$ cat config.mk
export PLATFORM = sky130hd
export DESIGN_NAME = serial_cla_adder
export DESIGN_NICKNAME = d
export VERILOG_FILES = /design/src/rtl/serial_cla_adder.sv
export SDC_FILE = /design/constraint.sdc
export NUM_CORES = 1
export LEC_CHECK = 0
export CAP_MARGIN = 20
export CORE_ASPECT_RATIO = 1.25
export CORE_MARGIN = 2
export CORE_UTILIZATION = 65
export CTS_CLUSTER_SIZE = 16
export DETAILED_ROUTE_END_ITERATION = 16
export DONT_BUFFER_PORTS = 1
export MAX_ROUTING_LAYER = met4
export PLACE_DENSITY = 0.89
export SLEW_MARGIN = 20
export SYNTH_ARGS = -nofsm -noshare
export SYNTH_HDL_FRONTEND = slang
export SYNTH_HIERARCHICAL = 1
export SYNTH_SLANG_ARGS = --single-unit
$ cat constraint.sdc
create_clock -name clk -period 6.85 [get_ports clk]
set_clock_uncertainty 0.2 [all_clocks]
set_input_delay 1.37 -clock clk [delete_from_list [all_inputs] [get_ports clk]]
set_output_delay 1.37 -clock clk [all_outputs]
set_load 0.05 [all_outputs]
$ cat src/rtl/serial_cla_adder.sv
// Wide adder that reuses one 4-bit CLA slice, one nibble per cycle, LSB first.
// Result valid NIB edges after accept; held in DONE until out_ready, no accept while busy.

module ocla (
  input  logic [3:0] A,
  input  logic [3:0] B,
  input  logic       Cin,
  output logic [3:0] Sum,
  output logic       Cout
);
  logic [3:0] w_g;
  logic [3:0] w_p;
  logic [4:0] w_c;

  assign w_g = A & B;
  assign w_p = A ^ B;

  assign w_c[0] = Cin;
  assign w_c[1] = w_g[0] | (w_p[0] & Cin);
  assign w_c[2] = w_g[1] | (w_p[1] & w_g[0]) | (w_p[1] & w_p[0] & Cin);
  assign w_c[3] = w_g[2] | (w_p[2] & w_g[1]) | (w_p[2] & w_p[1] & w_g[0])
                | (w_p[2] & w_p[1] & w_p[0] & Cin);
  assign w_c[4] = w_g[3] | (w_p[3] & w_g[2]) | (w_p[3] & w_p[2] & w_g[1])
                | (w_p[3] & w_p[2] & w_p[1] & w_g[0])
                | (w_p[3] & w_p[2] & w_p[1] & w_p[0] & Cin);

  assign Sum  = w_p ^ w_c[3:0];
  assign Cout = w_c[4];
endmodule

module serial_cla_adder #(
  parameter int WIDTH = 16
) (
  input  logic             clk,
  input  logic             rst_n,
  input  logic             in_valid,
  output logic             in_ready,
  input  logic [WIDTH-1:0] a,
  input  logic [WIDTH-1:0] b,
  input  logic             cin,
  output logic             out_valid,
  input  logic             out_ready,
  output logic [WIDTH-1:0] sum,
  output logic             cout,
  output logic             ovf
);
  localparam int NIB = WIDTH / 4;
  localparam int IW  = (NIB > 1) ? $clog2(NIB) : 1;

  typedef enum logic [1:0] {S_IDLE, S_RUN, S_DONE} state_t;

  state_t           r_state;
  logic [IW-1:0]    r_idx;
  logic [WIDTH-1:0] r_a;
  logic [WIDTH-1:0] r_b;
  logic [WIDTH-1:0] r_sum;
  logic             r_carry;
  logic             r_cout;
  logic             r_ovf;
  logic             r_out_vld;

  logic [3:0]       w_nib_a;
  logic [3:0]       w_nib_b;
  logic [3:0]       w_nib_sum;
  logic             w_nib_cout;
  logic             w_last;

  assign w_nib_a = r_a[{r_idx, 2'b00} +: 4];
  assign w_nib_b = r_b[{r_idx, 2'b00} +: 4];
  assign w_last  = (r_idx == IW'(NIB - 1));

  ocla u_ocla (
    .A    (w_nib_a),
    .B    (w_nib_b),
    .Cin  (r_carry),
    .Sum  (w_nib_sum),
    .Cout (w_nib_cout)
  );

  always_ff @(posedge clk or negedge rst_n) begin
    if (!rst_n) begin
      r_state   <= S_IDLE;
      r_idx     <= '0;
      r_a       <= '0;
      r_b       <= '0;
      r_sum     <= '0;
      r_carry   <= 1'b0;
      r_cout    <= 1'b0;
      r_ovf     <= 1'b0;
      r_out_vld <= 1'b0;
    end else begin
      case (r_state)
        S_IDLE: begin
          if (in_valid) begin
            r_a     <= a;
            r_b     <= b;
            r_carry <= cin;
            r_idx   <= '0;
            r_state <= S_RUN;
          end
        end
        S_RUN: begin
          r_sum[{r_idx, 2'b00} +: 4] <= w_nib_sum;
          r_carry                    <= w_nib_cout;
          if (w_last) begin
            r_cout    <= w_nib_cout;
            // Top nibble's Sum[3] is the result sign bit.
            r_ovf     <= (r_a[WIDTH-1] == r_b[WIDTH-1]) && (w_nib_sum[3] != r_a[WIDTH-1]);
            r_out_vld <= 1'b1;
            r_state   <= S_DONE;
          end else begin
            r_idx <= r_idx + 1'b1;
          end
        end
        S_DONE: begin
          if (out_ready) begin
            r_out_vld <= 1'b0;
            r_state   <= S_IDLE;
          end
        end
        default: r_state <= S_IDLE;
      endcase
    end
  end

  assign in_ready  = (r_state == S_IDLE);
  assign out_valid = r_out_vld;
  assign sum       = r_sum;
  assign cout      = r_cout;
  assign ovf       = r_ovf;
endmodule

Word-level counts from Yosys, hierarchy flattened
Index checks and enable logic that the tools add are counted.
{ "word_totals": {"regBits": 56, "input_bits": 37} }
{ "op_classes": {"addsub": 2, "n_eq_ne": 9, "shift": 4, "mux": 13, "bitwise_logic": 29, "n_reduce_logical": 10} }
{ "ops": {"columns": ["operator", "count"], "rows": [
  ["$shiftx A16 B5 Y4", 2],
  ["$and A1 B1 Y1", 16],
  ["$bwmux W16", 1],
  ["$shift A4 B6 Y16 const A", 1],
  ["$shiftx A4 B6 Y16", 1],
  ["$mux W2", 5],
  ["$or A1 B1 Y1", 10],
  ["$reduce_and A3 Y1", 3],
  ["$ne A2 B2 Y1 const B", 4],
  ["$xor A4 B4 Y4", 2],
  ["$neg A4 Y6", 1],
  ["$pmux W2 S3", 1],
  ["$reduce_and A2 Y1", 3],
  ["$and A4 B4 Y4", 1],
  ["$eq A2 B2 Y1 const B", 2],
  ["$pmux W1 S2", 2],
  ["$pmux W2 S2", 1],
  ["$reduce_bool A2 Y1", 2],
  ["$mux W1", 3],
  ["$add A2 B1 Y2 const B", 1],
  ["$eq A2 B1 Y1 const B", 1],
  ["$logic_not A2 Y1", 1],
  ["$eq A1 B1 Y1", 1],
  ["$logic_and A1 B1 Y1", 1],
  ["$ne A1 B1 Y1", 1]
]} }

Longest topological paths before layout
Gate-level depths: netlist of the first run.
{ "logic_depth": {"ltp_word": 9, "ltp_mapped": 9, "mapped_depth_nobuf": 8} }

Cells and area by module
Netlist of the first run, hierarchy kept.
{ "modules_own_cells": {"columns": ["module", "instances", "cells_each", "area_per_inst_um2"], "rows": [
  ["serial_cla_adder", 1, 180, 2514.9],
  ["ocla", 1, 17, 147.6]
]} }

Worst setup path before layout of the first run
OpenSTA, ideal clock, no wires.
{ "synth_path": {"path_kind": "reg-to-reg", "start": "register r_idx[0]", "end": "register r_ovf, in the netlist ovf", "setup_time_ns": 0.132, "arrival_ns": 2.524, "required_ns": 6.518, "setup_slack_ns": 3.994, "stages_incl_launch_ff": 10, "n_path_buf": 1, "cell_sequence": "dfrtp_1 > buf_4 > mux4_2 > ha_1 > a21o_1 > a31o_1 > xor2_1 > and3b_1 > a21oi_1 > o21ai_0"} }
{ "synth_via": {"word_cells_on_any_way": 17} }
{ "synth_lines": {"columns": ["element", "line_no", "source"], "rows": [
  ["start, declared", "53", "logic [IW-1:0] r_idx;"],
  ["start signal, assigned", "112", "r_idx <= r_idx + 1'b1;"],
  ["$shiftx A16 B5 Y4 *", "68", "assign w_nib_a = r_a[{r_idx, 2'b00} +: 4];"],
  ["named net w_nib_a[0]", "62", "logic [3:0] w_nib_a;"],
  ["$and A4 B4 Y4 / $xor A4 B4 Y4 (equally long branches)", "15, 16", null],
  ["$and A1 B1 Y1, on equally long branches", "21, 22", null],
  ["$or A1 B1 Y1 / $and A1 B1 Y1 (equally long branches)", "21, 22", null],
  ["$or A1 B1 Y1 *", "22", "| (w_p[2] & w_p[1] & w_p[0] & Cin);"],
  ["$xor A4 B4 Y4 *", "27", "assign Sum = w_p ^ w_c[3:0];"],
  ["named net w_nib_sum[3]", "64", "logic [3:0] w_nib_sum;"],
  ["$ne A1 B1 Y1 *", "108", "r_ovf <= (r_a[WIDTH-1] == r_b[WIDTH-1]) && (w_nib_sum[3] != r_a[WIDTH-1]);"],
  ["$logic_and A1 B1 Y1 *", "108", null],
  ["end signal, assigned", "108", null],
  ["end, declared", "59", "logic r_ovf;"]
]} }
The timed path passes the listed nets; every way through them passes the cells marked *.
A chain may end at the register's enable or synchronous reset.

Worst setup path after layout of the first run
{ "layout_path": {"start": "register r_idx[0]", "end": "register r_ovf, in the netlist ovf"} }
{ "layout_via": {"elab_chain_cells": 9, "word_cells_on_any_way": 17} }
{ "layout_lines": {"columns": ["element", "line_no", "source"], "rows": [
  ["$shiftx A16 B5 Y4 *", "68", null],
  ["named net w_nib_a[2]", "62", null],
  ["$xor A4 B4 Y4", "16", "assign w_p = A ^ B;"],
  ["$and A1 B1 Y1, on equally long branches", "21, 22", null],
  ["$or A1 B1 Y1 (tied with other cells)", "21", "assign w_c[3] = w_g[2] | (w_p[2] & w_g[1]) | (w_p[2] & w_p[1] & w_g[0])"],
  ["$or A1 B1 Y1 / $and A1 B1 Y1 (equally long branches)", "21, 22", null],
  ["$or A1 B1 Y1 *", "22", null],
  ["$xor A4 B4 Y4 *", "27", null],
  ["named net w_nib_sum[3]", "64", null],
  ["$ne A1 B1 Y1 *", "108", null],
  ["$logic_and A1 B1 Y1 *", "108", null]
]} }
Marked as above.

==> results of run 1 <==
metrics by stage:
stage                     setup WS, ps  hold slack, ps  instance area (µm²)  cells
after floorplan                   3990             253                 2660    197
after global placement            3660             280                 2680    246
after detailed placement          3560             284                 2680    246
after CTS                         3520             305                 2770    254
after global routing              3310             323                 2770    254
final                             3510             300                 2770    254
per-layer routing:
metal / GRT usage [%] / up-vias / part of all wire (%)
met4: 8.70 / 0 / 1.8
met1: 27.2 / 779 / 37
met5: - / - / 0
met3: 4.75 / 12 / 5.6
li1: - / 705 / -
met2: 42.1 / 64 / 56
power by group:
| part | internal (mW) | total, mW | switching [mW] |
|---|---|---|---|
| logic | 0.375 | 0.760 | 0.384 |
| clock network | 0.0823 | 0.181 | 0.0986 |
| registers | 0.471 | 0.717 | 0.246 |
| total | 0.929 | 1.66 | 0.728 |
worst paths after layout:
check / startpoint / to / slack [ps] / depth (start not counted)
worst max-delay path: r_idx[0]$_DFFE_PN0P_ / ovf$_DFFE_PN0P_ / 3510 / 8
worst min-delay path: r_b[7]$_DFFE_PN0P_ / r_b[7]$_DFFE_PN0P_ / 300 / 1
worst max register to register: r_idx[0]$_DFFE_PN0P_ / ovf$_DFFE_PN0P_ / 3510 / 8
worst min register to register: r_b[7]$_DFFE_PN0P_ / r_b[7]$_DFFE_PN0P_ / 300 / 1
max in group asynchronous: rst_n / r_carry$_DFFE_PN0P_ / 5800 / 0
min in group asynchronous: rst_n / sum[11]$_DFFE_PN0P_ / 550 / 0
final cells by class:
class / instances / area, µm² / share of cell area (%)
clock buffers: 7 / 86.3 / 3.11
repair buffers: 1 / 7.51 / 0.271
flip-flops and latches: 56 / 1400 / 50.5
multi-input cells: 125 / 1170 / 42.2
well taps: 56 / 70.1 / 2.53
inverters: 8 / 30.0 / 1.08
clock inverters: 1 / 7.51 / 0.271
layout by cell type, fill, tap and decap left out:
cell,instances
sky130_fd_sc_hd__mux2i_1,1
sky130_fd_sc_hd__and3b_1,2
sky130_fd_sc_hd__clkbuf_1,1
sky130_fd_sc_hd__nor4b_1,1
sky130_fd_sc_hd__fa_1,1
sky130_fd_sc_hd__inv_1,8
sky130_fd_sc_hd__a21o_1,3
sky130_fd_sc_hd__mux4_2,8
sky130_fd_sc_hd__o21ai_0,12
sky130_fd_sc_hd__o21bai_1,1
sky130_fd_sc_hd__nand3b_1,3
sky130_fd_sc_hd__clkinvlp_4,1
sky130_fd_sc_hd__ha_1,9
sky130_fd_sc_hd__and2_1,1
sky130_fd_sc_hd__xnor2_1,2
sky130_fd_sc_hd__nand2_1,20
sky130_fd_sc_hd__mux2_1,1
sky130_fd_sc_hd__dfrtp_1,56
sky130_fd_sc_hd__and4bb_2,1
sky130_fd_sc_hd__clkbuf_8,6
sky130_fd_sc_hd__nand3b_2,1
sky130_fd_sc_hd__xor2_1,1
sky130_fd_sc_hd__a21oi_1,4
sky130_fd_sc_hd__mux2_2,33
sky130_fd_sc_hd__nor2_1,6
sky130_fd_sc_hd__a31o_1,1
sky130_fd_sc_hd__buf_4,1
sky130_fd_sc_hd__a22o_1,11
sky130_fd_sc_hd__nor4b_4,2
cell families after synthesis:
| kind of cell | synth area share (%) |
|---|---|
| simple gates | 8.41 |
| buf+inv | 3.38 |
| xor+xnor | 0.987 |
| mux | 21.5 |
| compound gates | 8.08 |
| flops | 52.6 |
| fa+ha+maj | 4.98 |
flip-flops by register name, summed over array words and instances (netlist names):
name,count
r_a,16
cout,1
r_idx,2
r_state,2
r_carry,1
sum,16
ovf,1
out_valid,1
r_b,16
critical path: stages, from the launching register on:
cell and delay [ps]:
sky130_fd_sc_hd__dfrtp_1 850, sky130_fd_sc_hd__mux4_2 610, sky130_fd_sc_hd__ha_1 350, sky130_fd_sc_hd__a21o_1 190, sky130_fd_sc_hd__a31o_1 210, sky130_fd_sc_hd__xor2_1 350, sky130_fd_sc_hd__and3b_1 240, sky130_fd_sc_hd__a21oi_1 120
sky130_fd_sc_hd__o21ai_0 80
==> impl_summary.md, run 1 <==
Outcome
The run finished with clean final reports.

Layout
0 antenna diodes ended up in the layout. Cells with a size suffix above 1 make up 26.8% of the layout. After filler insertion, the fill cell instance count of the layout stands at 285. The net total in the final layout is 244. The layout overhead on the synthesized area is 4.18%. The utilization after layout is 69.3%.

Die
The overall die width is 61.2 µm. The floorplan step set the die height to 75.6 µm. The initial cell density of the core is 66.5%.

The area of the die is 4630 µm². The region available for standard cell placement spans 4000 µm². The count of standard-cell rows is 26.

The number of placed I/O pins is 57.

Place
The wire-length estimate of the detail-placed layout is 3.69 mm. The congestion estimate from routability-driven global placement came to 0.899. Buffers placed on the I/O ports in this run total 0.

STA
For the pin with the worst max-slew slack, the measured transition is 930 ps. The final number of hold-violating endpoints was 0. The highest clock rate is 300 MHz. The remaining max-slew budget at the tightest pin is 37.7%.

The final count of pins violating max slew is 0. After routing, the total negative slack on setup checks comes to 0 ps. Setup repair after global routing left no endpoint under its margin. The final-report setup violation count is 0.

Of the available clock period, the critical path in the final layout requires 48.7%. The final period demand of the worst path is 3340 ps.

Power
Overall power consumption after layout is estimated at 1.66 mW. The analysis attributes to cell leakage a power of 1.22 nW. The total power divided by cell area is 598 nW/µm². Across the VDD grid, the largest voltage drop is 0.380 mV.

CTS
In this run, CTS created clock tree buffers numbering 5. After clock tree synthesis, the flow added hold-fix buffers numbering 0. The worst-skew pair later-pin latency is 300 ps.

After clock tree synthesis, the clock-pin slew on the worst setup and hold paths is 90 ps. TritonCTS built the clock tree. The maximum count of clock buffers along a single path is 2.

The clock tree root driver cell is sky130_fd_sc_hd__clkbuf_8. The H-tree was split into 2 levels. The clock net sink count is 56. After clock tree synthesis, the repair step resized 0 gates. The number of post-CTS setup repair buffers is 0.

Logic synthesis
The average footprint of a synthesized cell is 13.5 µm². The number of instances in the synthesized netlist is 197. The count of warnings emitted by yosys is 6. Summing the sequential cell areas from Yosys gives 52.6% of the chip area. Of all cell types, the one taking the most synthesized area is sky130_fd_sc_hd__dfrtp_1. The primary flip-flop cell chosen by synthesis mapping is sky130_fd_sc_hd__dfrtp_1. The dominant cell by count in the synthesized netlist is sky130_fd_sc_hd__dfrtp_1. The fraction of post-synthesis cell area in the top cell type by area is 52.6%.

After synthesis, the netlist uses 30 different library cells. Yosys attributes the largest share of cell area to sky130_fd_sc_hd__dfrtp_1 53%, sky130_fd_sc_hd__mux2_2 14%, sky130_fd_sc_hd__mux4_2 6.8%, sky130_fd_sc_hd__ha_1 4.2%, sky130_fd_sc_hd__a22o_1 3.6%. By count the netlist is led by 56 x sky130_fd_sc_hd__dfrtp_1, 33 x sky130_fd_sc_hd__mux2_2, 20 x sky130_fd_sc_hd__nand2_1. Summing every instance area after synthesis gives 2660 µm². The proportion of register bits with asynchronous set or reset after synthesis is 100%. Counting flops and latches in the post-synthesis netlist gives 56. Counting every net in the synthesized netlist gives 244. The number of synthesized flops with an enable pin is 0.

Drt
The post-route DRC violation count is 0. After detailed routing, the total wire length is 4.83 mm. Using the TritonRoute via totals, the vias-per-cell ratio works out to 6.14. The first detailed-routing pass ran for 4 iterations. The remaining antenna violation count is 0. After detailed routing, the average wire length per cell comes to 19.0 µm. The via total after detailed routing is 1560.

The number of DRC markers in iteration 0 is 90.

Critical path
Data on the critical path arrives at its endpoint at 3320 ps. The worst-path maximum fanout is 15. The required time at the worst-slack endpoint is 6830 ps. The kind of start point of the critical path is a register. The worst setup path category is reg -> reg. The kind of capture point of the worst setup path is a register.

Global route
The via count of the first global-routing pass is 1687. Entering global routing, the biggest net connects 57 pins. The total grt overflow is 0.

The first global-routing pass estimated 7.80 mm of wire. The number of antenna violations at the first check in global routing is 0. The global-route usage over all layers is 24.1%.

Run
Across the run, the number of max-cap violations was 0.

Min path
The kind of path behind the tightest hold check is reg -> reg.
No activity file was read; power rests on OpenSTA's default activity.
==> inputs of run 2 (changes only) <==
--- a/config.mk
+++ b/config.mk
@@ -5,15 +5,16 @@
 export SDC_FILE = /design/constraint.sdc
 export NUM_CORES = 1
 export LEC_CHECK = 0
+export ABC_AREA = 1
 export CAP_MARGIN = 20
 export CORE_ASPECT_RATIO = 1.25
 export CORE_MARGIN = 2
-export CORE_UTILIZATION = 65
+export CORE_UTILIZATION = 57
 export CTS_CLUSTER_SIZE = 16
 export DETAILED_ROUTE_END_ITERATION = 16
 export DONT_BUFFER_PORTS = 1
 export MAX_ROUTING_LAYER = met4
-export PLACE_DENSITY = 0.89
+export PLACE_DENSITY = 0.83
 export SLEW_MARGIN = 20
 export SYNTH_ARGS = -nofsm -noshare
 export SYNTH_HDL_FRONTEND = slang
==> constraint.sdc (replaced) <==
create_clock -name clk -period 2.7 [get_ports clk]
set_clock_uncertainty 0.2 [all_clocks]
set_input_delay 0.54 -clock clk [delete_from_list [all_inputs] [get_ports clk]]
set_output_delay 0.54 -clock clk [all_outputs]
set_load 0.05 [all_outputs]
==> run 2 against run 1 <==
  * Utilization fell by 6.6 points
  * Critical path depth rose by 5
  * Synthesized cell count rose by 100%
  * First-iteration DRC count fell by 12%
  * Maximum frequency rose by 36%
  * Die area rose by 27%
  * Critical path type unchanged
  * Clock-buffer cell count fell by 2
  * Final cell count rose by 81%
  * Via count rose by 54%
  * Highest routed layer unchanged
==> impl_summary.md, run 2 <==
Logic synthesis
The fraction of post-synthesis cell area in the top cell type by area was 46.6% (was 52.6%). The average footprint of a synthesized cell came to 7.63 µm² (was 13.5 µm²). Leading cell types by count after synthesis: 179 x sky130_fd_sc_hd__nand2_1, 56 x sky130_fd_sc_hd__dfrtp_1, 44 x sky130_fd_sc_hd__nand3_1 (was 56 x sky130_fd_sc_hd__dfrtp_1, 33 x sky130_fd_sc_hd__mux2_2, 20 x sky130_fd_sc_hd__nand2_1).

The primary flip-flop cell chosen by synthesis mapping is sky130_fd_sc_hd__dfrtp_1 (unchanged). The number of instances in the synthesized netlist is 394 (was 197). The number of synthesized flops with an enable pin is 0 (unchanged). The count of warnings emitted by yosys is 6 (unchanged). Top post-synthesis cells by area: sky130_fd_sc_hd__dfrtp_1 47%, sky130_fd_sc_hd__nand2_1 22%, sky130_fd_sc_hd__nand3_1 7.3%, sky130_fd_sc_hd__inv_1 5.0%, sky130_fd_sc_hd__ha_1 3.7% (was sky130_fd_sc_hd__dfrtp_1 53%, sky130_fd_sc_hd__mux2_2 14%, sky130_fd_sc_hd__mux4_2 6.8%, sky130_fd_sc_hd__ha_1 4.2%, sky130_fd_sc_hd__a22o_1 3.6%). The count of cell types in the netlist is 26 (was 30). The portion of the post-synthesis area used by sequential elements is 46.6% (was 52.6%).

The dominant cell by count in the synthesized netlist is sky130_fd_sc_hd__nand2_1 (was sky130_fd_sc_hd__dfrtp_1). The number of synthesized register bits is 56 (unchanged). The biggest area consumer among synthesized cells is sky130_fd_sc_hd__dfrtp_1 (unchanged). The net count after synthesis came to 441 (was 244). The cell area after technology mapping is 3010 µm² (was 2660 µm²). The proportion of register bits with asynchronous set or reset after synthesis was 100% (unchanged).

Global route
The via count of the first global-routing pass is 2350 (was 1687). The largest net degree at the start of global routing is 57 (unchanged). The global-route usage over all layers came to 23.1% (was 24.1%). The number of antenna violations at the first check in global routing is 0 (unchanged). The global-route wire length before repair is 10.0 mm (was 7.80 mm). The total grt overflow was 0 (unchanged).

Die
The count of standard-cell rows was 29 (was 26). The vertical die dimension was 85.2 µm (was 75.6 µm). The placeable core region is 5080 µm² (was 4000 µm²). The overall die width is 68.9 µm (was 61.2 µm). The number of placed I/O pins was 57 (unchanged).

The area of the die was 5870 µm² (was 4630 µm²). The initial cell density of the core is 59.2% (was 66.5%).

Critical path
The slowest cell on the critical path is sky130_fd_sc_hd__dfrtp_1 (unchanged). The buffering stage count on the worst path with inverters included came to 2 (was 0). The kind of capture point of the worst setup path is a register (unchanged).

The number of cells on the worst reg-to-reg path is 13 (was 8). The cell type with the highest occurrence count on the critical path is sky130_fd_sc_hd__nand2_1. The required time at the worst-slack endpoint is 2770 ps (was 6830 ps). The startpoint of the most critical register-to-register path is r_idx[0]$_DFFE_PN0P_ (unchanged).

The cell type group with the largest total delay on the critical path is simple AND/OR/NAND/NOR gates (was flip-flops). The worst setup path category was reg -> reg (unchanged). The kind of start point of the critical path is a register (unchanged). The setup slack of the worst register-to-register path is 240 ps (was 3510 ps). The endpoint of the worst setup timing path is sum[14]$_DFFE_PN0P_ (was ovf$_DFFE_PN0P_). The endpoint of the most critical register-to-register path is sum[14]$_DFFE_PN0P_ (was ovf$_DFFE_PN0P_).

The beginning of the critical path is r_idx[0]$_DFFE_PN0P_ (unchanged). The largest incremental delay on the critical path was 420 ps (was 850 ps). The arrival time at the worst endpoint is 2530 ps (was 3320 ps). The number of logic stages on the critical path including buffering is 13 (was 8). Cell chain of the critical path: clkinvlp_4 > buf_4 > o211ai_1 > nand2_1 > ha_1 > nand3_1 > nand3_1 > nand2_1 > nand2_1 > nand2_1 > nor2_1 > nand2_1 > nand2_1 (was mux4_2 > ha_1 > a21o_1 > a31o_1 > xor2_1 > and3b_1 > a21oi_1 > o21ai_0). The worst-path maximum fanout was 17 (was 15).

Drt
The total length of routed wires was 5.97 mm (was 4.83 mm). The sum of routed wire segments on met1 is 2.43 mm (was 1.77 mm). The length of routed met3 wiring is 214 µm (was 272 µm). The amount of wire on met2 after detailed routing is 3.22 mm (was 2.69 mm). The top layer reached by signal wires is met4 (unchanged).

The number of DRC markers in iteration 0 is 79 (was 90). The average routed wire per standard cell was 13.0 µm (was 19.0 µm). The number of search-and-repair iterations in the first detailed-routing pass was 4 (unchanged).

The remaining antenna violation count is 0 (unchanged). The post-route DRC violation count was 0 (unchanged). The via density per instance is 5.23 (was 6.14).

The via total after detailed routing came to 2400 (was 1560).

STA
The highest clock rate came to 406 MHz (was 300 MHz). Unrepaired setup endpoints after global routing: false (unchanged). The final worst-path cycle share came to 91.1% (was 48.7%). The final period demand of the worst path is 2460 ps (was 3340 ps). The remaining max-slew budget at the tightest pin was 55.8% (was 37.7%). The sum of negative setup slack is 0 ps (unchanged).

The final-report setup violation count is 0 (unchanged). The final number of hold-violating endpoints is 0 (unchanged). The actual slew at the worst max-slew pin is 664 ps (was 930 ps). The final count of pins violating max slew is 0 (unchanged).

CTS
The worst-skew pair later-pin latency is 320 ps (was 300 ps). The clock net sink count is 56 (unchanged). The total clock buffers created by CTS is 5 (unchanged). The clock transition at the registers of the reported paths is 100 ps (was 90 ps). The clock tree from TritonCTS is done (unchanged). The maximum count of clock buffers along a single path is 2 (unchanged). The clock tree root driver cell is sky130_fd_sc_hd__clkbuf_8 (unchanged). The maximum level of the CTS H-tree came to 2 (unchanged).

Layout
The share of cells above drive strength 1 came to 7.56% (was 26.8%). Most frequent cells in the layout: 179 x sky130_fd_sc_hd__nand2_1, 56 x sky130_fd_sc_hd__dfrtp_1, 44 x sky130_fd_sc_hd__nand3_1 (was 56 x sky130_fd_sc_hd__dfrtp_1, 33 x sky130_fd_sc_hd__mux2_2, 20 x sky130_fd_sc_hd__nand2_1). The most common cell after layout, fill and taps aside is sky130_fd_sc_hd__nand2_1 (was sky130_fd_sc_hd__dfrtp_1).

The antenna diode instance count is 0 (unchanged). The layout overhead on the synthesized area is 6.04% (was 4.18%). The utilization after layout came to 62.7% (was 69.3%). The net total in the final layout was 443 (was 244).

Min path
The worst min-delay path startpoint is out_ready (was r_b[7]$_DFFE_PN0P_). The kind of path behind the tightest hold check is in -> reg (was reg -> reg).

Outcome
Status: finished, final reports clean (unchanged).

Place
The final weighted congestion of routability-driven global placement is 0.886 (was 0.899). The detailed placement HPWL is 4.41 mm (was 3.69 mm). The number of port buffers is 0 (unchanged).

Run
The total of max-cap violations is 0 (unchanged).
[run 2: layer usage]
layer / vias up / global-route usage [%]
li1: 1223 / -
met1: 1116 / 24.9
met2: 51 / 41.3
met3: 10 / 4.51
met4: 0 / 7.49
met5: - / -
[run 2: cells by family (layout without fill, tap and decap cells)]
logic type | after synthesis | count (layout) | synth area share [%]
AND/OR/NAND/NOR | 249 | 249 | 36.0
buffers and inverters | 59 | 62 | 8.58
flip-flops | 56 | 56 | 46.6
AO/OA/AOI/OAI | 19 | 19 | 4.08
adder cells (fa/ha/maj) | 10 | 10 | 4.41
XOR/XNOR | 1 | 1 | 0.291
[run 2: final cells by class]
class	instances	area, µm²
fill	475	1890
sequential	56	1400
inverter	42	161
clock buffer	5	68.8
clock inverter	3	18.8
multi-input combinational	279	1350
timing repair buffer	12	113
tap	62	77.6
[run 2: what timing repair did]
action,CTS,global route
hold endpoints to repair,56,0
hold buffers,2,0
setup buffers,0,5
setup endpoints to repair,0,6
resized for setup,0,1
[run 2: per-stage QoR]
stage	cells	area [µm²]	hold WS, ps	worst slack [ps]
finish	459	3190	113	239
detailed placement	444	3020	45.5	264
floorplan	394	3010	44.4	411
CTS	454	3150	107	219
global placement	444	3020	45.9	350
global route	459	3190	104	12.3
[run 2: how the worst min path moves through the flow]
stage / endpoint / cells past startpoint
final: r_state[1]$_DFFE_PN0P_ / 1
after detailed placement: sum[13]$_DFFE_PN0P_ / 0
after floorplan: cout$_DFFE_PN0P_ / 0
after CTS: r_state[1]$_DFFE_PN0P_ / 1
after global placement: sum[14]$_DFFE_PN0P_ / 0
after global routing: r_state[1]$_DFFE_PN0P_ / 1
Power of run 2 is not shown: default switching activity piles up to over one toggle a cycle in this logic, so the estimate is an artifact.
